--- src/rtl/k_alu_pkg.sv ---
// Shared definitions for the ALU lane return path: word width and the
// source-select encoding common to the 1-to-2 demux and the 2-to-1 merge.
package k_alu_pkg;

  localparam int WORD_W = 16;

  localparam logic SEL_IN0 = 1'b0;
  localparam logic SEL_IN1 = 1'b1;

  typedef logic [WORD_W-1:0] word_t;

  // One-hot grant vector for a select index.
  function automatic logic [1:0] sel_onehot(input logic sel);
    return (sel == SEL_IN1) ? 2'b10 : 2'b01;
  endfunction

endpackage

--- src/rtl/rr_arbiter_2.sv ---
// Two-requester round-robin arbiter, purely combinational. The caller owns
// last_sel and updates it only when a grant is actually consumed.
module rr_arbiter_2
  import k_alu_pkg::*;
(
  input  logic [1:0] req,
  input  logic       last_sel,
  output logic [1:0] gnt,
  output logic       gnt_idx
);

  always_comb begin
    // NOTE: every output of an always_comb gets a default before any branch,
    // otherwise an uncovered path holds the old value and infers a latch.
    gnt_idx = SEL_IN0;
    gnt     = 2'b00;
    unique case (req)
      2'b01:   gnt_idx = SEL_IN0;
      2'b10:   gnt_idx = SEL_IN1;
      2'b11:   gnt_idx = ~last_sel;
      default: gnt_idx = SEL_IN0;
    endcase
    if (req != 2'b00) gnt = sel_onehot(gnt_idx);
  end

endmodule

--- src/rtl/stream_merge_2to1_16b.sv ---
// Merges two valid/ready streams into one registered output stream with
// round-robin arbitration on ties; out_sel tags the winning source.
module stream_merge_2to1_16b
  import k_alu_pkg::*;
#(
  parameter int WIDTH = WORD_W
) (
  input  logic             clk,
  input  logic             rst,
  input  logic [WIDTH-1:0] in0_data,
  input  logic             in0_valid,
  output logic             in0_ready,
  input  logic [WIDTH-1:0] in1_data,
  input  logic             in1_valid,
  output logic             in1_ready,
  output logic [WIDTH-1:0] out_data,
  output logic             out_sel,
  output logic             out_valid,
  input  logic             out_ready
);

  logic [1:0] gnt;
  logic       gnt_idx;
  logic       last_sel;
  logic       can_load;
  logic       load;

  rr_arbiter_2 u_arb (
    .req      ({in1_valid, in0_valid}),
    .last_sel (last_sel),
    .gnt      (gnt),
    .gnt_idx  (gnt_idx)
  );

  // The register can take a word when empty or when its word leaves this cycle.
  assign can_load  = !out_valid || out_ready;
  assign load      = can_load && (gnt != 2'b00) && !rst;
  assign in0_ready = load && gnt[0];
  assign in1_ready = load && gnt[1];

  // NOTE: state registers use non-blocking assignments so every flop samples
  // pre-edge values; blocking here would create order-dependent races.
  always_ff @(posedge clk or posedge rst) begin
    if (rst) begin
      out_valid <= 1'b0;
      out_data  <= '0;
      out_sel   <= SEL_IN0;
      last_sel  <= SEL_IN1;
    end else if (load) begin
      out_data  <= (gnt_idx == SEL_IN1) ? in1_data : in0_data;
      out_sel   <= gnt_idx;
      out_valid <= 1'b1;
      last_sel  <= gnt_idx;
    end else if (out_ready) begin
      out_valid <= 1'b0;
    end
  end

endmodule
--- config.mk ---
export PLATFORM = sky130hd
export DESIGN_NAME = stream_merge_2to1_16b
export DESIGN_NICKNAME = d
export VERILOG_FILES = /design/src/rtl/k_alu_pkg.sv /design/src/rtl/rr_arbiter_2.sv /design/src/rtl/stream_merge_2to1_16b.sv
export SDC_FILE = /design/constraint.sdc
export NUM_CORES = 1
export LEC_CHECK = 0
export CAP_MARGIN = 0
export CORE_ASPECT_RATIO = 1.5
export CORE_MARGIN = 2
export CORE_UTILIZATION = 41
export CTS_BUF_LIST = sky130_fd_sc_hd__clkbuf_4
export DETAILED_ROUTE_END_ITERATION = 12
export GPL_TIMING_DRIVEN = 1
export HOLD_SLACK_MARGIN = 0.02
export PLACE_DENSITY = 0.95
export SLEW_MARGIN = 0
export SYNTH_ARGS = -nofsm -noshare
export SYNTH_HDL_FRONTEND = slang
export SYNTH_HIERARCHICAL = 1
export SYNTH_SLANG_ARGS = --single-unit
--- constraint.sdc ---
create_clock -name clk -period 2.6 [get_ports clk]
set_clock_uncertainty 0.05 [all_clocks]
set_input_delay 0.39 -clock clk [delete_from_list [all_inputs] [get_ports clk]]
set_output_delay 0.39 -clock clk [all_outputs]
set_load 0.05 [all_outputs]
==> results.md, run 1 <==
- The largest single stage delay on the critical path is 490 ps.
- The worst setup path is launched from an input pin.
- The worst setup path is captured at an output port.
- Along the worst path, the maximum fanout reaches 3.
- The finished layout holds 150 standard cells, fillers aside.
- The worst max-slew margin expressed relative to the limit is 52.5%.
- After legalization and detailed placement, the total HPWL measured 1.85 mm.
- Of the total power, registers draw a little under a third.
- The number of distinct library cells after synthesis is 14.
- In the final layout, the multi-input gates occupy 462 µm².
- Setup violations remaining at the end of the flow were counted as 0.
- The count of buffers inserted at the top-level ports is 56.
- The total of flip-flops plus latches after synthesis is 19.
- The combinational fraction of design power is 58.3%.
- Gates resized during post-CTS repair numbered 0.
- TritonCTS built the clock tree.
- The core region is 2260 µm².
- TritonCTS created 3 clock buffers.
- The simple-gate share of the synthesized area is roughly 5.8%.
- For this design the static power due to leakage is 0.642 nW.
- The first global-routing pass estimated around 4 mm of wire.
- By instance count, the leading cell after synthesis is sky130_fd_sc_hd__mux2_2.
- In the global route stage, overall resource usage came out at 19.3%.
- Once the floorplan was initialized, standard cells occupied 43.2% of the core.
- The cell at the root of the clock tree is sky130_fd_sc_hd__clkbuf_4.
- The slew of the pin with the lowest slew margin is a little over 700 ps.
- The ratio of cells with drive above 1 in the final layout is a little over a third.
- The internal power contribution is roughly 0.84 mW.
- Data on the critical path is required at its endpoint by between 2000 and 2500 ps.
- The Yosys warning count is 6.
- Static timing analysis puts the maximum clock frequency at around 520 MHz.
- The count of filler cells inserted in the layout is 170.
- VDD sags by at most ~670 µV.
- The setup TNS after final layout is 0 ps.
- The count of buffers added by post-CTS timing repair for setup is 0.
- Counting every instance in the synthesized netlist gives 68.
- The number of slew-limit violations in the final report came to 0.
- The net count after synthesis is 105.
- In this run the number of H-tree levels came out at 1.
- After floorplanning, the core was divided into 21 placement rows.
- The starting DRC count in detailed routing is 2.
- For this run, design rule violations remaining after detail routing come to 0.
- By area, the combinational part of the netlist is dominated by multiplexers.
- The count of nets left with antenna violations once routing finished came out at 0.
- The average via count per standard cell is 5.12.
- The analysis attributes to net switching a power of approximately 0.66 mW.
- After clock tree synthesis, the clock-pin slew on the worst setup and hold paths is 100 ps.
- The flow ran to the end, and the final reports show no timing, DRC or antenna violations.
- By count the netlist is led by sky130_fd_sc_hd__mux2_2 (34), sky130_fd_sc_hd__dfrtp_1 (18).
- 57 I/O pins were placed.
- The fraction of the cycle the final worst path needs is 74.4%.
- The die covers about 2800 µm².
- The routability-driven placement congestion ratio is between 0.7 and 0.8.
- Dividing total power by cell area gives a power density of 950 nW/µm².
- The number of global-route vias before repair is 853.
- Setup repair after global routing left no endpoint under its margin.
- The minimum setup slack after placement is 401 ps.
- In this run, post-CTS hold repair placed 0 buffers.
- The count of max-cap constraint violations is 0.
- The cell count after placement is 146.
- The sequential fraction of the synthesis area is 48.8%.
- The final count of hold timing violations is 0.
- Global routing finished with a remaining overflow of 0.
- Counting flops with a built-in enable in the synthesized netlist gives 0.
- The post-synthesis average cell area is 14.4 µm².
- The total detailed-routing wirelength is 2.31 mm.
- In this run the horizontal extent of the chip is 43.9 µm.
- The maximum buffer depth of the clock tree is 2.
- The number of antenna diodes in the final layout is 0.
- The largest area contributor in the synthesized netlist is sky130_fd_sc_hd__dfrtp_1.
- For this run, the post-layout net count is 165.
- The clock network burns 10.5% of the power.
- The register area is 477 µm².
- In this run switching power makes up around 44% of total power.
- The routed layout has 768 vias.
- Measured against the total synthesized area, the mux share comes to 39.2%.
- The kind of path behind the tightest hold check is reg2reg.
- The later pin in the worst-skew pair is clocked with a latency of 300 ps.
- The share of flip-flops with an asynchronous set or reset after synthesis is 100%.
- Summing the areas of all compound-gate instances in the mapped netlist gives 2.30% of the synthesized area.
- The worst endpoint data arrival time is around 1500 ps.
- The fraction of the mapped netlist area in adder cells is 0%.
- Dividing the detail-routed wire length by the instance count gives between 15 and 20 µm.
- The first detailed-routing pass took 2 iterations.
- The synthesized netlist devotes 0% of its cell area to XOR and XNOR gates.
- The y dimension of the die is 63.8 µm.
- The synthesized netlist occupies a cell area of 977 µm².
- The portion of synthesized cell area occupied by the leading cell type is 46.1%.
- The slowest cell on the critical path is sky130_fd_sc_hd__clkdlybuf4s50_1.
- Yosys attributes the largest share of cell area to sky130_fd_sc_hd__dfrtp_1 (46%), sky130_fd_sc_hd__mux2_2 (39%), sky130_fd_sc_hd__dfstp_2 (2.7%).
- The critical path is of the in2out type.
- CTS saw 19 sinks.
- The maximum number of pins on one net before global-route repair is 20.
- Among all flip-flop cells after synthesis, the most frequent one is sky130_fd_sc_hd__dfrtp_1.
- The area overhead of the layout relative to synthesis is 61.2%.
- The number of antenna violations at the first check in global routing is 0.
- The worst path in the final design needs a cycle of 1940 ps, including I/O delays and setup.
- Traced cell by cell, the critical path runs through clkdlybuf4s50_1 > a21boi_0 > and2_1 > buf_4.
- Across all setup checks in the final design, the least slack found is 665 ps.
[kinds of logic (layout without fill, tap and decap cells)]
logic type      after synthesis  after routing
buf+inv                       5             64
compound gates                3              3
mux                          34             34
simple gates                  7              7
flops                        19             19
[final timing paths]
check | start | end | slack [ps] | depth (start not counted)
hold / removal | out_data[8]$_DFFE_PP0P_ | out_data[8]$_DFFE_PP0P_ | 470 | 1
min in group asynchronous | rst | out_data[2]$_DFFE_PP0P_ | 590 | 2
setup reg to reg | last_sel$_DFFE_PP1P_ | out_data[5]$_DFFE_PP0P_ | 840 | 6
hold reg to reg | out_data[8]$_DFFE_PP0P_ | out_data[8]$_DFFE_PP0P_ | 470 | 1
setup / recovery | in1_valid | in1_ready | 660 | 4
max in group asynchronous | rst | out_data[7]$_DFFE_PP0P_ | 1460 | 2
[stage by stage]
stage	utilization (%)	hold slack, ps	power, mW	cell area, µm²
2_1_floorplan	-	290	1.04	977
3_3_place_gp	68.4	440	1.33	1550
3_5_place_dp	68.4	448	1.35	1550
4_1_cts	69.7	473	1.51	1580
5_1_grt	69.7	493	1.57	1580
6_report	69.7	466	1.50	1580
[layout by cell type, fill, tap and decap left out]
master | netlist | final
sky130_fd_sc_hd__nor2b_4 | 1 | 1
sky130_fd_sc_hd__dfrtp_1 | 18 | 18
sky130_fd_sc_hd__nor3_4 | 1 | 1
sky130_fd_sc_hd__clkbuf_4 | 0 | 4
sky130_fd_sc_hd__a21boi_0 | 2 | 1
sky130_fd_sc_hd__a21boi_1 | 1 | 2
sky130_fd_sc_hd__mux2_2 | 34 | 34
sky130_fd_sc_hd__inv_1 | 2 | 2
sky130_fd_sc_hd__or2_2 | 1 | 1
sky130_fd_sc_hd__and2_1 | 2 | 2
sky130_fd_sc_hd__nor2_1 | 2 | 2
sky130_fd_sc_hd__dfstp_2 | 1 | 1
sky130_fd_sc_hd__clkdlybuf4s50_1 | 0 | 54
sky130_fd_sc_hd__buf_4 | 0 | 4
[power groups by stage]
stage	registers (mW)	logic, mW	clock network (mW)
after floorplan	0.833	0.211	0
after global placement	0.468	0.866	0
after detailed placement	0.474	0.877	0
after CTS	0.469	0.879	0.163
after global routing	0.484	0.907	0.177
final	0.467	0.873	0.158
[routing by layer]
layer	part of all wire, %	GRT usage [%]	routed length [µm]
met5	0	0	0
met4	3.9	12.5	91
met3	3.0	0.847	69
met2	57	32.4	1320
met1	36	23.3	832
[critical path, delay by kind of cell]
family,cells,cell delay (ps)
compound gates,1,260
buf+inv,2,680
simple gates,1,160
[cell type report]
class | count | share of cell area (%)
inverters | 2 | 0.477
repair buffers | 58 | 36.2
multi-input cells | 44 | 29.3
flip-flops and latches | 19 | 30.3
well taps | 23 | 1.83
clock buffers | 4 | 1.91
[flip-flops by register name, summed over array words and instances, names as in the netlist]
signal     count
out_sel        1
last_sel       1
out_valid      1
out_data      16
(Power assumes the default switching activity.)
==> inputs of run 2 (changes only) <==
--- a/config.mk
+++ b/config.mk
@@ -8,12 +8,12 @@
 export CAP_MARGIN = 0
 export CORE_ASPECT_RATIO = 1.5
 export CORE_MARGIN = 2
-export CORE_UTILIZATION = 41
+export CORE_UTILIZATION = 35
 export CTS_BUF_LIST = sky130_fd_sc_hd__clkbuf_4
 export DETAILED_ROUTE_END_ITERATION = 12
 export GPL_TIMING_DRIVEN = 1
 export HOLD_SLACK_MARGIN = 0.02
-export PLACE_DENSITY = 0.95
+export PLACE_DENSITY = 0.89
 export SLEW_MARGIN = 0
 export SYNTH_ARGS = -nofsm -noshare
 export SYNTH_HDL_FRONTEND = slang
==> constraint.sdc (replaced) <==
create_clock -name clk -period 1.6 [get_ports clk]
set_clock_uncertainty 0.05 [all_clocks]
set_input_delay 0.24 -clock clk [delete_from_list [all_inputs] [get_ports clk]]
set_output_delay 0.24 -clock clk [all_outputs]
set_load 0.05 [all_outputs]
==> results.md, run 2 (same netlist as run 1, synthesis figures left out) <==
- The endpoint class of the critical path is a flop (was output port).
- The global-route wire length before repair is 3.77 mm (was 4.00 mm).
- The clock latency on the worst-skew pair is 300 ps (about the same).
- The number of antenna violations at the first check in global routing was 0 (unchanged).
- The depth of the most critical reg-to-reg path is 6 (unchanged).
- The required time reported for the critical path endpoint is 1740 ps (was 2160 ps).
- The worst endpoint data arrival time came to 1870 ps (was 1500 ps).
- The final reports fail on negative setup slack.
- Outcome: complete, but fails checks (was complete, no violations).
- Counting I/O delays and the setup requirement, the final critical path takes 1730 ps.
- The power per cell area is 1490 nW/µm² (was 950 nW/µm²).
- The total die area was 3240 µm² (was 2800 µm²).
- The kind of path behind the tightest hold check is in2async (was reg2reg).
- The maximum fanout along the worst path was 13 (was 3).
- The number of slew-limit violations in the final report is 0 (unchanged).
- The dominant delay contributor by cell family on the critical path was flip-flops (was buffers and inverters).
- The routability-driven placement congestion ratio is 0.707 (was 0.708).
- The count of buffer and inverter cells on the critical path is 2 (unchanged).
- The maximum number of pins on one net before global-route repair is 14 (was 20).
- The worst max-slew margin expressed relative to the limit is 84.0% (was 52.5%).
- The category of the worst setup path launch point was a flop (was input pin).
- The overall overflow remaining after global route is 0 (unchanged).
- The number of failing setup endpoints in the final timing report is 20 (was 0).
- The slew of the pin with the lowest slew margin came to 240 ps (was 712 ps).
- The register clock-pin slew on the reported worst setup and hold paths is 110 ps (was 100 ps).
- The count of inserted antenna diode cells is 0 (unchanged).
- The area inside the core boundary is 2680 µm² (was 2260 µm²).
- The total placed instance area is 1650 µm² (was 1550 µm²).
- The total detailed-routing wirelength is 2.42 mm (was 2.31 mm).
- RSZ-0062 raised after global routing: true (was false).
- The count of buffers inserted at the top-level ports is 56 (unchanged).
- The register with the most flip-flops is out_data (unchanged).
- The width of the chip is 47.1 µm (was 43.9 µm).
- The category of the critical setup timing path is reg2reg (was in2out).
- The number of buffers created by CTS came to 3 (unchanged).
- The post-cts hold buffer count came to 0 (unchanged).
- The count of unresolved DRC violations after routing was 0 (unchanged).
- Commonest cells after routing, fill and taps aside: sky130_fd_sc_hd__clkdlybuf4s50_1 (36), sky130_fd_sc_hd__mux2_2 (23), sky130_fd_sc_hd__buf_4 (23), sky130_fd_sc_hd__dfrtp_1 (17), sky130_fd_sc_hd__mux2_4 (11) (was sky130_fd_sc_hd__clkdlybuf4s50_1 (54), sky130_fd_sc_hd__mux2_2 (34), sky130_fd_sc_hd__dfrtp_1 (18), sky130_fd_sc_hd__clkbuf_4 (4), sky130_fd_sc_hd__buf_4 (4)).
- The number of levels in the clock H-tree is 1 (unchanged).
- The largest stage delay on the critical path is 580 ps (was 490 ps).
- The slowest cell on the critical path is sky130_fd_sc_hd__dfstp_2 (was sky130_fd_sc_hd__clkdlybuf4s50_1).
- The total number of cells along the worst setup path is 6 (was 4).
- The final count of hold timing violations is 0 (unchanged).
- The post-detailed-placement half-perimeter wirelength came to 1.97 mm (was 1.85 mm).
- The cell at the root of the clock tree is sky130_fd_sc_hd__clkbuf_4 (unchanged).
- The leakage power total came to 0.744 nW (was 0.642 nW).
- The vias after detailed routing is 786 (was 768).
- The post-layout instance area was 1700 µm² (was 1580 µm²).
- The fraction of the cycle the final worst path needs is 108%.
- The final worst setup slack is -131 ps (was 665 ps).
- The antenna violation net count after detailed routing was 0 (unchanged).
- Cell-by-cell listing of the critical path: inv_2 > a21boi_2 > nor2_2 > nor3_4 > buf_12 > mux2_2 (was clkdlybuf4s50_1 > a21boi_0 > and2_1 > buf_4).
- The wire length per cell after detailed routing was 14.2 µm (was 15.4 µm).
- The worst voltage drop across the vdd grid came to 845 µV (was 672 µV).
- The flip-flop count of the largest register, all copies and words added came to 16 (unchanged).
- The starting DRC count in detailed routing came to 6 (was 2).
- The number of iterations in the first detailed-routing pass came to 3 (was 2).
- The maximum buffer depth of the clock tree is 2 (unchanged).
- The count of buffers added by post-CTS timing repair for setup was 0 (unchanged).
- The count of clock tree sinks is 19 (unchanged).
- The leading cell type in the layout, fill and taps excluded is sky130_fd_sc_hd__clkdlybuf4s50_1 (unchanged).
- The number of I/O pins is 57 (unchanged).
- The TritonCTS clock tree is yes (unchanged).
- The ratio of cells with drive above 1 in the final layout was 56.4% (was 36.2%).
- The number of global-route vias before repair is 867 (was 853).
- The count of filler cells inserted in the layout came to 225 (was 170).
- The maximum clock rate is 578 MHz.
- The average via count per standard cell is 4.62 (was 5.12).
- The floorplan row count is 23 (was 21).
- The area overhead of the layout relative to synthesis is 73.6% (was 61.2%).
- The number of nets in the layout is 171 (was 165).
- The post-route total power is 2.52 mW (was 1.50 mW).
- The effective utilization at floorplan came to 36.5% (was 43.2%).
- The total global-route track usage came to 16.4% (was 19.3%).
- The count of max-cap constraint violations is 0 (unchanged).
- The y dimension of the die is 68.7 µm (was 63.8 µm).
run 2: cell types whose count changed in the layout (fill, tap and decap cells not counted), sizes merged:
| cell | before | now |
|---|---|---|
| clkinv | 0 | 1 |
| clkdlybuf4s50 | 54 | 36 |
| buf | 4 | 28 |
| clkbuf | 4 | 3 |
run 2: final timing paths:
check | start | end | slack (ps)
max in group asynchronous | rst | out_data[6]$_DFFE_PP0P_ | 890
hold reg to reg | out_data[4]$_DFFE_PP0P_ | out_data[4]$_DFFE_PP0P_ | 470
min in group clk | out_data[4]$_DFFE_PP0P_ | out_data[4]$_DFFE_PP0P_ | 470
setup / recovery | last_sel$_DFFE_PP1P_ | out_data[15]$_DFFE_PP0P_ | -130
setup reg to reg | last_sel$_DFFE_PP1P_ | out_data[15]$_DFFE_PP0P_ | -130
hold / removal | rst | out_data[2]$_DFFE_PP0P_ | 220
run 2: metrics by stage:
step                TNS [ps]  util [%]  instances  hold slack, ps  setup slack (ps)
detailed placement     -7040      61.7        166             447              -389
global placement       -5610      61.7        166             442              -308
CTS                    -2520      63.4        170             227              -155
global route           -3820      63.4        170             243              -223
finish                 -2040      63.4        170             220              -131
floorplan              -1880         -         68             140              -168
run 2: power breakdown:
part	switching, mW	internal, mW
clock	0.148	0.0930
sequential	0.108	0.665
combinational	0.867	0.642
run 2: routing by layer:
| metal | GRT usage (%) | vias up | wire [µm] |
|---|---|---|---|
| met3 | 2.86 | 2 | 192 |
| met5 | 0 | - | 0 |
| met1 | 18.6 | 376 | 866 |
| li1 | - | 370 | - |
| met2 | 31.0 | 38 | 1340 |
| met4 | 3.13 | 0 | 17 |
run 2: layout make-up:
| type | count | area, µm² | share of cell area (%) |
|---|---|---|---|
| well taps | 37 | 46.3 | 2.73 |
| repair buffers | 64 | 624 | 36.8 |
| clock inverters | 1 | 5.00 | 0.295 |
| flip-flops and latches | 19 | 478 | 28.2 |
| inverters | 2 | 7.51 | 0.442 |
| clock buffers | 3 | 22.5 | 1.33 |
| multi-input cells | 44 | 513 | 30.2 |
run 2: what timing repair did:
item	in CTS	in global routing
pin swaps	0	0
endpoints found under the setup margin	20	20
resized for setup	7	0
==> inputs of run 3 (changes only) <==
--- a/config.mk
+++ b/config.mk
@@ -14,6 +14,7 @@
 export GPL_TIMING_DRIVEN = 1
 export HOLD_SLACK_MARGIN = 0.02
 export PLACE_DENSITY = 0.89
+export SKIP_LAST_GASP = 1
 export SLEW_MARGIN = 0
 export SYNTH_ARGS = -nofsm -noshare
 export SYNTH_HDL_FRONTEND = slang
==> results.md, run 3 (same netlist as run 1, synthesis figures left out) <==
- The ratio of cells with drive above 1 in the final layout came to 56.4% (unchanged).
- The effective utilization at floorplan is 36.5% (unchanged).
- The area overhead of the layout relative to synthesis is 72.9% (was 73.6%).
- The register area came to 478 µm² (unchanged).
- The maximum clock rate is 576 MHz (was 578 MHz).
- The post-route total power is 2.51 mW (was 2.52 mW).
- The final non-filler cell total is 170 (unchanged).
- The leakage power total is 0.737 nW (was 0.744 nW).
- The y dimension of the die is 68.7 µm (unchanged).
- The final worst setup slack was -136 ps (was -131 ps).
- The floorplan row count is 23 (unchanged).
- The count of buffers added by post-CTS timing repair for setup is 0 (unchanged).
- The count of unresolved DRC violations after routing is 0 (unchanged).
- RSZ-0062 raised after global routing: true (unchanged).
- The post-layout instance area was 1690 µm² (was 1700 µm²).
- The routability-driven placement congestion ratio is 0.707 (unchanged).
- The leading cell type in the layout, fill and taps excluded is sky130_fd_sc_hd__clkdlybuf4s50_1 (unchanged).
- The category of the critical setup timing path is reg2reg (unchanged).
- The post-detailed-placement half-perimeter wirelength is 1.97 mm (unchanged).
- The worst voltage drop across the vdd grid came to 839 µV (was 845 µV).
- The post-layout minimum cycle time is 1740 ps (was 1730 ps).
- The reg-to-reg startpoint is last_sel$_DFFE_PP1P_ (unchanged).
- Violated checks: negative setup slack (unchanged).
- The number of antenna violations at the first check in global routing is 0 (unchanged).
- The number of global-route vias before repair came to 862 (was 867).
- The number of I/O pins is 57 (unchanged).
- The TritonCTS clock tree was yes (unchanged).
- The global-route wire length before repair is 3.75 mm (was 3.77 mm).
- The worst max-slew margin expressed relative to the limit is 84.0% (about the same).
- The fraction of the cycle the final worst path needs is 108% (about the same).
- The total die area came to 3240 µm² (unchanged).
- The kind of path behind the tightest hold check is in2async (unchanged).
- The register clock-pin slew on the reported worst setup and hold paths came to 110 ps (about the same).
- The count of clock tree sinks is 19 (unchanged).
- The cell count after placement is 166 (unchanged).
- The count of max-cap constraint violations is 0 (unchanged).
- The overall overflow remaining after global route is 0 (unchanged).
- Outcome: complete, but fails checks (unchanged).
- The worst endpoint data arrival time is 1870 ps (about the same).
- The clock latency on the worst-skew pair is 300 ps (about the same).
- The count of filler cells inserted in the layout was 225 (unchanged).
- The endpoint class of the critical path is a flop (unchanged).
- The total global-route track usage came to 16.3% (was 16.4%).
- The average via count per standard cell is 4.60 (was 4.62).
- The total placed instance area came to 1650 µm² (unchanged).
- The number of buffers created by CTS is 3 (unchanged).
- The antenna violation net count after detailed routing came to 0 (unchanged).
- The minimum setup slack after placement came to -389 ps (unchanged).
- The total detailed-routing wirelength is 2.37 mm (was 2.42 mm).
- The number of levels in the clock H-tree is 1 (unchanged).
- The category of the worst setup path launch point is a flop (unchanged).
- The final count of hold timing violations is 0 (unchanged).
- The launch point of the worst path was last_sel$_DFFE_PP1P_ (unchanged).
- The area inside the core boundary is 2680 µm² (unchanged).
- The vias after detailed routing is 782 (was 786).
- The maximum number of pins on one net before global-route repair is 14 (unchanged).
- The required time reported for the critical path endpoint is 1730 ps (was 1740 ps).
- The starting DRC count in detailed routing is 5 (was 6).
- The cell at the root of the clock tree is sky130_fd_sc_hd__clkbuf_4 (unchanged).
- The register with the most flip-flops is out_data (unchanged).
- The maximum fanout along the worst path is 13 (unchanged).
- The maximum buffer depth of the clock tree is 2 (unchanged).
- The count of buffers inserted at the top-level ports is 56 (unchanged).
- The number of nets in the layout is 171 (unchanged).
- The number of failing setup endpoints in the final timing report is 20 (unchanged).
- The wire length per cell after detailed routing is 14.0 µm (was 14.2 µm).
- The setup TNS after final layout is -2140 ps (was -2040 ps).
- Commonest cells after routing, fill and taps aside: sky130_fd_sc_hd__clkdlybuf4s50_1 (36), sky130_fd_sc_hd__mux2_2 (25), sky130_fd_sc_hd__buf_4 (23), sky130_fd_sc_hd__dfrtp_1 (17), sky130_fd_sc_hd__mux2_4 (9) (was sky130_fd_sc_hd__clkdlybuf4s50_1 (36), sky130_fd_sc_hd__mux2_2 (23), sky130_fd_sc_hd__buf_4 (23), sky130_fd_sc_hd__dfrtp_1 (17), sky130_fd_sc_hd__mux2_4 (11)).
- The flip-flop count of the largest register, all copies and words added is 16 (unchanged).
- The number of iterations in the first detailed-routing pass is 3 (unchanged).
- The width of the chip came to 47.1 µm (unchanged).
- The slew of the pin with the lowest slew margin is 240 ps (about the same).
- The number of slew-limit violations in the final report is 0 (unchanged).
- The power per cell area is 1480 nW/µm² (was 1490 nW/µm²).
- The area taken by multi-input logic gates was 505 µm² (was 513 µm²).
- The count of inserted antenna diode cells was 0 (unchanged).
[run 3: cell types whose count changed in the layout (fill, tap and decap cells not counted)]
| cell | delta |
|---|---|
| sky130_fd_sc_hd__mux2_2 | +2 |
| sky130_fd_sc_hd__mux2_4 | -2 |
[run 3: cell type report]
type                            instances  area share (%)
Timing Repair Buffer                   64            37.0
Multi-Input combinational cell         44            29.9
Sequential cell                        19            28.3
Tap cell                               37            2.74
Clock buffer                            3            1.33
Inverter                                2           0.444
Clock inverter                          1           0.296
[run 3: layer usage]
metal	GRT usage [%]	vias up	part of all wire (%)
met5	0	-	0
met4	3.13	0	0.72
met3	2.86	2	8.1
met2	30.5	38	55
met1	18.6	373	36
li1	-	369	-
[run 3: worst paths after layout]
check | end | slack, ps | cells after the start
worst min-delay path | out_data[2]$_DFFE_PP0P_ | 220 | 2
worst max register to register | out_data[6]$_DFFE_PP0P_ | -140 | 6
worst min register to register | out_data[4]$_DFFE_PP0P_ | 470 | 1
max in group asynchronous | out_data[3]$_DFFE_PP0P_ | 890 | 3
min in group clk | out_data[4]$_DFFE_PP0P_ | 470 | 1
worst max-delay path | out_data[6]$_DFFE_PP0P_ | -140 | 6
[run 3: metrics by stage]
step | util (%) | hold WS [ps]
after floorplan | - | 140
after global placement | 61.7 | 442
after detailed placement | 61.7 | 447
after CTS | 63.1 | 227
after global routing | 63.1 | 243
final | 63.1 | 219
[run 3: power by group]
part	switching [mW]	total, mW	internal, mW
sequential	0.106	0.771	0.665
combinational	0.863	1.49	0.631
clock	0.148	0.241	0.0930
total	1.12	2.51	1.39
[run 3: timing repair]
item                       4_1_cts  5_1_grt
hold buffers                     0        0
pin swaps                        0        0
setup endpoints to repair       20       20
gates resized for setup          5        0
[run 3: critical path, stage by stage (launching register included)]
cell and delay [ps]:
sky130_fd_sc_hd__dfstp_2 580, sky130_fd_sc_hd__inv_2 50, sky130_fd_sc_hd__a21boi_2 160, sky130_fd_sc_hd__nor2_2 70
sky130_fd_sc_hd__nor3_4 200, sky130_fd_sc_hd__buf_12 180, sky130_fd_sc_hd__mux2_2 330
